**config.mk**
```make
export PLATFORM = sky130hd
export DESIGN_NAME = pool2x2_stream_mc
export DESIGN_NICKNAME = d
export VERILOG_FILES = /design/src/rtl/pool2x2_stream_mc.sv
export SDC_FILE = /design/constraint.sdc
export NUM_CORES = 1
export LEC_CHECK = 0
export BUFFER_PORTS_ARGS = -buffer_cell sky130_fd_sc_hd__clkbuf_2
export CORE_MARGIN = 5
export CORE_UTILIZATION = 35
export DETAILED_ROUTE_END_ITERATION = 16
export GPL_ROUTABILITY_DRIVEN = 0
export PLACE_DENSITY = 0.52
export SETUP_SLACK_MARGIN = 0.3
export SYNTH_ARGS = -nofsm -noshare
export SYNTH_HDL_FRONTEND = slang
export SYNTH_SLANG_ARGS = --single-unit
```
**constraint.sdc**
```tcl
create_clock -name clk -period 4.56 [get_ports clk]
set_clock_uncertainty 0.1 [all_clocks]
set_input_delay 0.684 -clock clk [delete_from_list [all_inputs] [get_ports clk]]
set_output_delay 0.684 -clock clk [all_outputs]
set_load 0.05 [all_outputs]
```
**src/rtl/pool2x2_stream_mc.sv**
```systemverilog
// Streaming 2x2 / stride-2 max or average pooling over CH parallel lanes.
// Build option: define POOL2X2_RELU_EN to clamp negative results to zero.
module pool2x2_stream_mc #(
  parameter int WIDTH   = 8,
  parameter int COL_NUM = 128,
  parameter int ROW_NUM = 128,
  parameter int CH      = 1
) (
  input  logic                clk,
  input  logic                rst,
  input  logic                valid_in,
  input  logic [CH*WIDTH-1:0] din,
  input  logic                mode,
  output logic [CH*WIDTH-1:0] dout,
  output logic                valid_out,
  output logic                last_out
);
  localparam int CW     = (COL_NUM > 1) ? $clog2(COL_NUM) : 1;
  localparam int RW     = (ROW_NUM > 1) ? $clog2(ROW_NUM) : 1;
  localparam int HALF_C = COL_NUM / 2;
  localparam int AW     = (HALF_C > 1) ? $clog2(HALF_C) : 1;
  localparam int BW     = WIDTH + 1;
  localparam logic [CW-1:0] COL_LAST      = CW'(COL_NUM - 1);
  localparam logic [RW-1:0] ROW_LAST      = RW'(ROW_NUM - 1);
  localparam logic [CW-1:0] COL_PAIR_LAST = CW'(2 * HALF_C - 1);
  localparam logic [RW-1:0] ROW_PAIR_LAST = RW'(2 * (ROW_NUM / 2) - 1);

  logic [CW-1:0]       r_col_cnt;
  logic [RW-1:0]       r_row_cnt;
  logic                r_mode;
  logic [CH*WIDTH-1:0] r_pair;
  logic [CH*BW-1:0]    r_mem [HALF_C];
  logic [CH*BW-1:0]    r_buf_q;
  logic [CH*BW-1:0]    r_s1_h;
  logic                r_s1_valid;
  logic                r_s1_last;
  logic                r_s1_mode;
  logic [CH*WIDTH-1:0] r_dout;
  logic                r_valid_out;
  logic                r_last_out;

  logic [AW-1:0]       w_addr;
  logic                w_row_in;
  logic                w_pair_beat;
  logic                w_wr;
  logic                w_emit;
  logic [CH*BW-1:0]    w_h;
  logic [CH*WIDTH-1:0] w_res;

  // With odd ROW_NUM the final row is consumed but never pooled.
  assign w_row_in    = (ROW_NUM % 2 == 0) || (r_row_cnt != ROW_LAST);
  assign w_pair_beat = valid_in && r_col_cnt[0] && w_row_in;
  assign w_wr        = w_pair_beat && !r_row_cnt[0];
  assign w_emit      = w_pair_beat && r_row_cnt[0];
  assign w_addr      = AW'(r_col_cnt >> 1);

  always_ff @(posedge clk) begin
    if (rst) begin
      r_col_cnt <= '0;
      r_row_cnt <= '0;
      r_mode    <= 1'b0;
    end else if (valid_in) begin
      if (r_col_cnt == '0 && r_row_cnt == '0)
        r_mode <= mode;
      if (r_col_cnt == COL_LAST) begin
        r_col_cnt <= '0;
        r_row_cnt <= (r_row_cnt == ROW_LAST) ? '0 : r_row_cnt + 1'b1;
      end else begin
        r_col_cnt <= r_col_cnt + 1'b1;
      end
    end
  end

  always_ff @(posedge clk) begin
    if (valid_in && !r_col_cnt[0])
      r_pair <= din;
  end

  always_ff @(posedge clk) begin
    if (w_wr)
      r_mem[w_addr] <= w_h;
    r_buf_q <= r_mem[w_addr];
  end

  always_ff @(posedge clk) begin
    if (rst) begin
      r_s1_valid  <= 1'b0;
      r_s1_last   <= 1'b0;
      r_s1_mode   <= 1'b0;
      r_s1_h      <= '0;
      r_dout      <= '0;
      r_valid_out <= 1'b0;
      r_last_out  <= 1'b0;
    end else begin
      r_s1_valid  <= w_emit;
      r_s1_last   <= w_emit && (r_row_cnt == ROW_PAIR_LAST) && (r_col_cnt == COL_PAIR_LAST);
      r_s1_mode   <= r_mode;
      r_s1_h      <= w_h;
      r_valid_out <= r_s1_valid;
      r_last_out  <= r_s1_valid && r_s1_last;
      if (r_s1_valid)
        r_dout <= w_res;
    end
  end

  for (genvar gi = 0; gi < CH; gi++) begin : g_lane
    logic signed [BW-1:0]    w_a;
    logic signed [BW-1:0]    w_b;
    logic signed [BW-1:0]    w_hmax;
    logic signed [BW-1:0]    w_hsum;
    logic signed [BW-1:0]    w_bufv;
    logic signed [BW-1:0]    w_s1h;
    logic signed [BW-1:0]    w_vmax;
    logic signed [WIDTH+1:0] w_sum4;
    logic signed [WIDTH-1:0] w_avg;
    logic signed [WIDTH-1:0] w_fin;

    assign w_a    = BW'($signed(r_pair[gi*WIDTH +: WIDTH]));
    assign w_b    = BW'($signed(din[gi*WIDTH +: WIDTH]));
    assign w_hmax = (w_a > w_b) ? w_a : w_b;
    assign w_hsum = w_a + w_b;
    assign w_h[gi*BW +: BW] = r_mode ? w_hsum : w_hmax;

    assign w_bufv = $signed(r_buf_q[gi*BW +: BW]);
    assign w_s1h  = $signed(r_s1_h[gi*BW +: BW]);
    assign w_vmax = (w_bufv > w_s1h) ? w_bufv : w_s1h;
    // Four-pixel sum plus 2 then floor-divide by 4: round half up.
    assign w_sum4 = (WIDTH+2)'(w_bufv) + (WIDTH+2)'(w_s1h) + (WIDTH+2)'(2);
    assign w_avg  = WIDTH'(w_sum4 >>> 2);
    assign w_fin  = r_s1_mode ? w_avg : WIDTH'(w_vmax);
`ifdef POOL2X2_RELU_EN
    assign w_res[gi*WIDTH +: WIDTH] = w_fin[WIDTH-1] ? '0 : w_fin;
`else
    assign w_res[gi*WIDTH +: WIDTH] = w_fin;
`endif
  end

  assign dout      = r_dout;
  assign valid_out = r_valid_out;
  assign last_out  = r_last_out;
endmodule

```
======== Word level (Yosys, flattened, before mapping) ========
Memories as Yosys holds them, arrays and structs flattened. A register that Yosys moved wholly into a read port is not among the register bits.
Cells that the tools add are included.
storage, ports and cells
  output and inout bits ................... 10
  bits of input ports ..................... 12
  bits in writable memories ............... 576
  register bits ........................... 45
  logic and storage cells ................. 43
  memories kept ........................... 1
cells by class
  reduce and logical (&&, ||, !) cells .... 14
  equal/unequal tests ..................... 2
  order comparisons ....................... 2
  add/subtract/negate cells ............... 5
  mux-type cells .......................... 8
memory list
  memory  words  bits a word  rd ports  clocked after memory_dff  wr ports  line  RTL
  r_mem   64     9            1         1                         1         32    logic [CH*BW-1:0] r_mem [HALF_C];
operators with widths
  cell                   number
  $mux 9                 2
  $mux 8                 2
  $add 7x1->7 const B    2
  $eq 7x7->1 const B     2
  $logic_not 7->1        2
  $mux 7                 2
  $add 10x3->10 const B  1
  $add 9x9->10           1
  $add 8x8->9            1
  $gt 9x9->1             1
  $gt 8x8->1             1
  $logic_and 1x1->1      8
  $reduce_and 2->1       2
  $logic_not 1->1        2
  $mux 1                 2

======== Logic depth before layout (Yosys ltp) ========
  depth in word-level cells ............... 4
  gate-level depth with buffers ........... 11
  depth with buffers taken out ............ 10

======== Worst setup path after synthesis ========
Ideal clock, no wire load.
  path kind ............................... input-to-reg
  start point ............................. input port din[4]
  end point ............................... memory r_mem[0][7] (netlist name), data pin
  arrival time ............................ 4002 ps
  stages on the path ...................... 10
  setup time .............................. 548 ps
  slack ................................... -90 ps
  path through ............................ inv_1 > ha_1 > clkbuf_2 > nand4_1 > o21ai_0 > a2111oi_0 > buf_2 > o21ai_0 > o311a_1 > a21oi_1
on the way
  cells in the longest elaborated chain, start to end .. 3
  elaborated cells between the ends (all ways) .. 4
RTL lines
  item                line  RTL
  start: declaration  12    input logic [CH*WIDTH-1:0] din,
  $gt 8x8->1          120   assign w_hmax = (w_a > w_b) ? w_a : w_b;
  $mux 9              120
  $mux 9 (*)          122   assign w_h[gi*BW +: BW] = r_mode ? w_hsum : w_hmax;
  net w_h[7]          47    logic [CH*BW-1:0] w_h;
  end: declaration    32
Mark *: on every way through the listed nets, which the timed path passes. The rest lies on a longest branch.

======== Worst setup path in the final report ========
  start point ............................. register r_pair[4]
  end point ............................... memory r_mem[30][0] (netlist name), data pin
on the way
  cells in the longest elaborated chain, start to end .. 3
RTL lines
  item                      line  RTL
  start: declaration        31    logic [CH*WIDTH-1:0] r_pair;
  start signal: assignment  76    r_pair <= din;
  $gt 8x8->1                120
  $mux 9                    120
  $mux 9                    122
  net w_h[0]                47
The timed path passes the listed nets, and every way through them passes these cells.

==> results.py <==
metrics = {
    "min_path": {
        "min_path_type": "in2reg",
        "min_from": "din[4]",
        "min_to": "r_pair[4]",
        "min_delay_path_depth": 1,
    },
    "power": {
        "power_density_nw_per_um2": 443,
        "leakage_nw": 9.90,
        "p_total_mw": 13.4,
        "peakVddDrop_v": 0.000252,
    },
    "yosys": {
        "synth_cells": 1638,
        "syn-num-nets": 1697,
        "yosys.area.top_type": "edfxtp_1",
        "synth_top_cell_area_share_pct": 67.1,
        "ys_async_sr_fraction_pct": 0,
        "synth.distinct_cells": 78,
        "ys_top_cells_by_area": "edfxtp_1, mux4_2, dfxtp_1",
        "ys_seq_elements": 630,
        "syn-mean-instance-area_um2": 16.0,
        "synth_edf_count": 584,
        "yosysSeqAreaShare_pct": 70.6,
        "synth_area_um2": 26100,
        "synthFlopType": "edfxtp_1",
        "yosysWarningCount": 0,
    },
    "sta": {
        "fin_hold_ws_ps": 193,
        "finalHoldViolations": 0,
        "fmax_mhz": 281,
        "setup_violations": 0,
        "max-slew-margin-rel_pct": 15.3,
        "setup_tns_ps": 0,
        "tightest_slew_ps": 1260,
        "rsz0062_at_grt": "false",
        "slew_viol_final": 0,
        "fin_crit_sh_pct": 78.1,
        "min_period_ps": 3560,
    },
    "clock_tree": {
        "cts_buffers": 69,
        "holdBufCountCts": 0,
        "root_buffer": "clkbuf_16",
        "htreeDepth": 3,
        "cts_num_sinks": 630,
        "cts_tree": "done",
        "worstSkewPairLatency_ps": 620,
        "cts-resized-gates": 0,
        "cts_setup_buffers": 0,
        "path_clk_slew_ps": 60,
        "cts_buffer_depth": 3,
    },
    "critical_path": {
        "cpMaxStageDelayCell": "buf_4",
        "cp-start-kind": "flip-flop",
        "cp-end-kind": "flip-flop",
        "rr_worst_depth": 8,
        "r2r_end": "r_mem[30][0]",
        "path_class": "reg2reg",
        "cp.arrival_ps": 3770,
        "crit_fanout": 64,
        "rrSetupSlack_ps": 1000,
        "worstPathCellList": "ha_1, nand4_1, o221ai_1, o21ai_0, nor2_1, mux2_2, a21oi_4, buf_4",
        "required_ps": 4770,
        "critPathLaunch": "r_pair[4]",
        "critical-path-max-stage-delay_ps": 560,
        "r2r-start": "r_pair[4]",
    },
    "die": {
        "design.core.area_um2": 74200,
        "die_h_um": 283,
        "start_util_pct": 35.2,
        "die-area_um2": 80200,
        "rows": 100,
        "io_pins": 22,
        "die_x_um": 283,
    },
    "cells_and_area": {
        "finalNetCount": 1809,
        "drive_gt1_share_pct": 20.5,
        "areaGrowthSynthToFinish_pct": 15.5,
    },
    "routing": {
        "drt-total-wl_mm": 76.7,
        "drtAntennaViolNets": 0,
        "first_iter_violations": 1461,
        "drc": 0,
        "vias_per_cell": 5.64,
        "wire_per_inst_um": 27.7,
        "firstDrtPassIters": 5,
        "vias": 15634,
    },
    "global_route": {
        "grt_usage_pct": 18.7,
        "grt_max_degree": 67,
        "antenna_found_initial": 1,
        "grt_pass1_wl_mm": 111,
        "grt_pass1_vias": 15468,
        "overflow": 0,
    },
    "run_status": {
        "outcome": "finished, final reports clean",
    },
    "placed_design": {
        "portBuffers": 21,
        "dp_hpwl_mm": 46.8,
    },
    "flow_run": {
        "max_cap_violations": 0,
    },
}
logic make-up after synthesis:
logic type	share of synthesized area [%]
fa+ha+maj	2.31
compound gates	9.73
buf+inv	2.80
mux	8.71
xor+xnor	0.737
simple gates	5.09
flops	70.6
worst max path at each step:
stage                               to  slack, ps  depth (start not counted)
final                     r_mem[30][0]       1000                          8
after global routing      r_mem[46][0]        810                          8
after CTS                 r_mem[15][0]       1050                          8
after detailed placement  r_mem[31][0]        690                         10
after global placement    r_mem[25][0]        690                         10
after floorplan            r_mem[0][5]        750                          9
layout by cell type, fill, tap and decap left out, types with 39 or more instances in the layout:
cell and instances:
nor2_1 122, edfxtp_1 584, buf_4 114, mux4_2 46, a221oi_1 57, mux2i_1 60
a21oi_1 55, ha_1 45, mux2_2 45, a22oi_1 47, o21ai_0 60, clkbuf_16 70
inv_1 39, dfxtp_1 43, nand2_1 45
registers in the layout, summed over array words and instances, names as in the netlist:
register / flops
r_mode: 1
r_pair: 8
r_s1_mode: 1
r_mem: 576
g_lane.w_s1h: 9
r_row_cnt: 7
last_out: 1
r_col_cnt: 7
valid_out: 1
r_s1_last: 1
dout: 8
r_s1_valid: 1
g_lane.w_bufv: 9
worst max-delay path, delay by kind of cell (launching register included):
kind            cells  cell delay [ps]
compound gates      3              660
fa+ha+maj           1              440
buf+inv             1              560
flops               1              430
mux                 1              420
simple gates        2              600
Yosys cell counts (5+ instances only):
| master | n |
|---|---|
| edfxtp_1 | 584 |
| nor2_1 | 124 |
| mux2i_1 | 62 |
| o21ai_0 | 60 |
| a21oi_1 | 59 |
| a221oi_1 | 57 |
| a22oi_1 | 47 |
| dfxtp_1 | 46 |
| mux4_2 | 46 |
| ha_1 | 45 |
| mux2_2 | 45 |
| nand2_1 | 45 |
| clkbuf_1 | 42 |
| inv_1 | 39 |
| buf_2 | 26 |
| o22ai_1 | 22 |
| nor2b_1 | 19 |
| buf_6 | 17 |
| nor3_1 | 15 |
| xnor2_1 | 15 |
| a211oi_1 | 14 |
| nand3_1 | 14 |
| a221o_1 | 12 |
| buf_4 | 10 |
| a31oi_1 | 9 |
| nand4_1 | 9 |
| a21o_1 | 7 |
| and2_1 | 7 |
| and3_1 | 7 |
| xor2_1 | 7 |
| a22o_1 | 6 |
| mux2_1 | 6 |
| nand2b_1 | 6 |
| o22a_1 | 6 |
| or4_1 | 6 |
| a221oi_2 | 5 |
| o221ai_1 | 5 |
| o311ai_0 | 5 |
| or2_2 | 5 |
per-layer routing:
layer	track usage, %	part of all wire [%]	vias up
met5	0	0	-
met4	5.89	3.2	0
met3	3.24	7.3	137
met2	30.4	48	677
met1	25.7	42	8057
li1	-	-	6763
per-stage QoR:
| step | setup WS (ps) | utilization (%) | cells | area [um2] |
|---|---|---|---|---|
| after floorplan | 746 | - | 1638 | 26200 |
| after global placement | 690 | 37.7 | 2648 | 28000 |
| after detailed placement | 686 | 37.7 | 2648 | 28000 |
| after CTS | 1050 | 40.7 | 2773 | 30200 |
| after global routing | 814 | 40.7 | 2773 | 30200 |
| final | 998 | 40.7 | 2774 | 30200 |
layout make-up:
cell class	count	area (um2)
antenna	1	2.50
clock buffer	87	1820
clock inverter	38	402
fill	6710	44000
inverter	42	158
multi-input combinational	866	7050
sequential	630	18500
tap	969	1210
timing repair buffer	141	1080
power breakdown:
part           switching (mW)  internal (mW)  total (mW)
combinational           0.816          0.347        1.16
sequential             0.0619           6.61        6.67
clock                    2.30           3.24        5.54
total                    3.18           10.2        13.4
(Power assumes the default switching activity.)
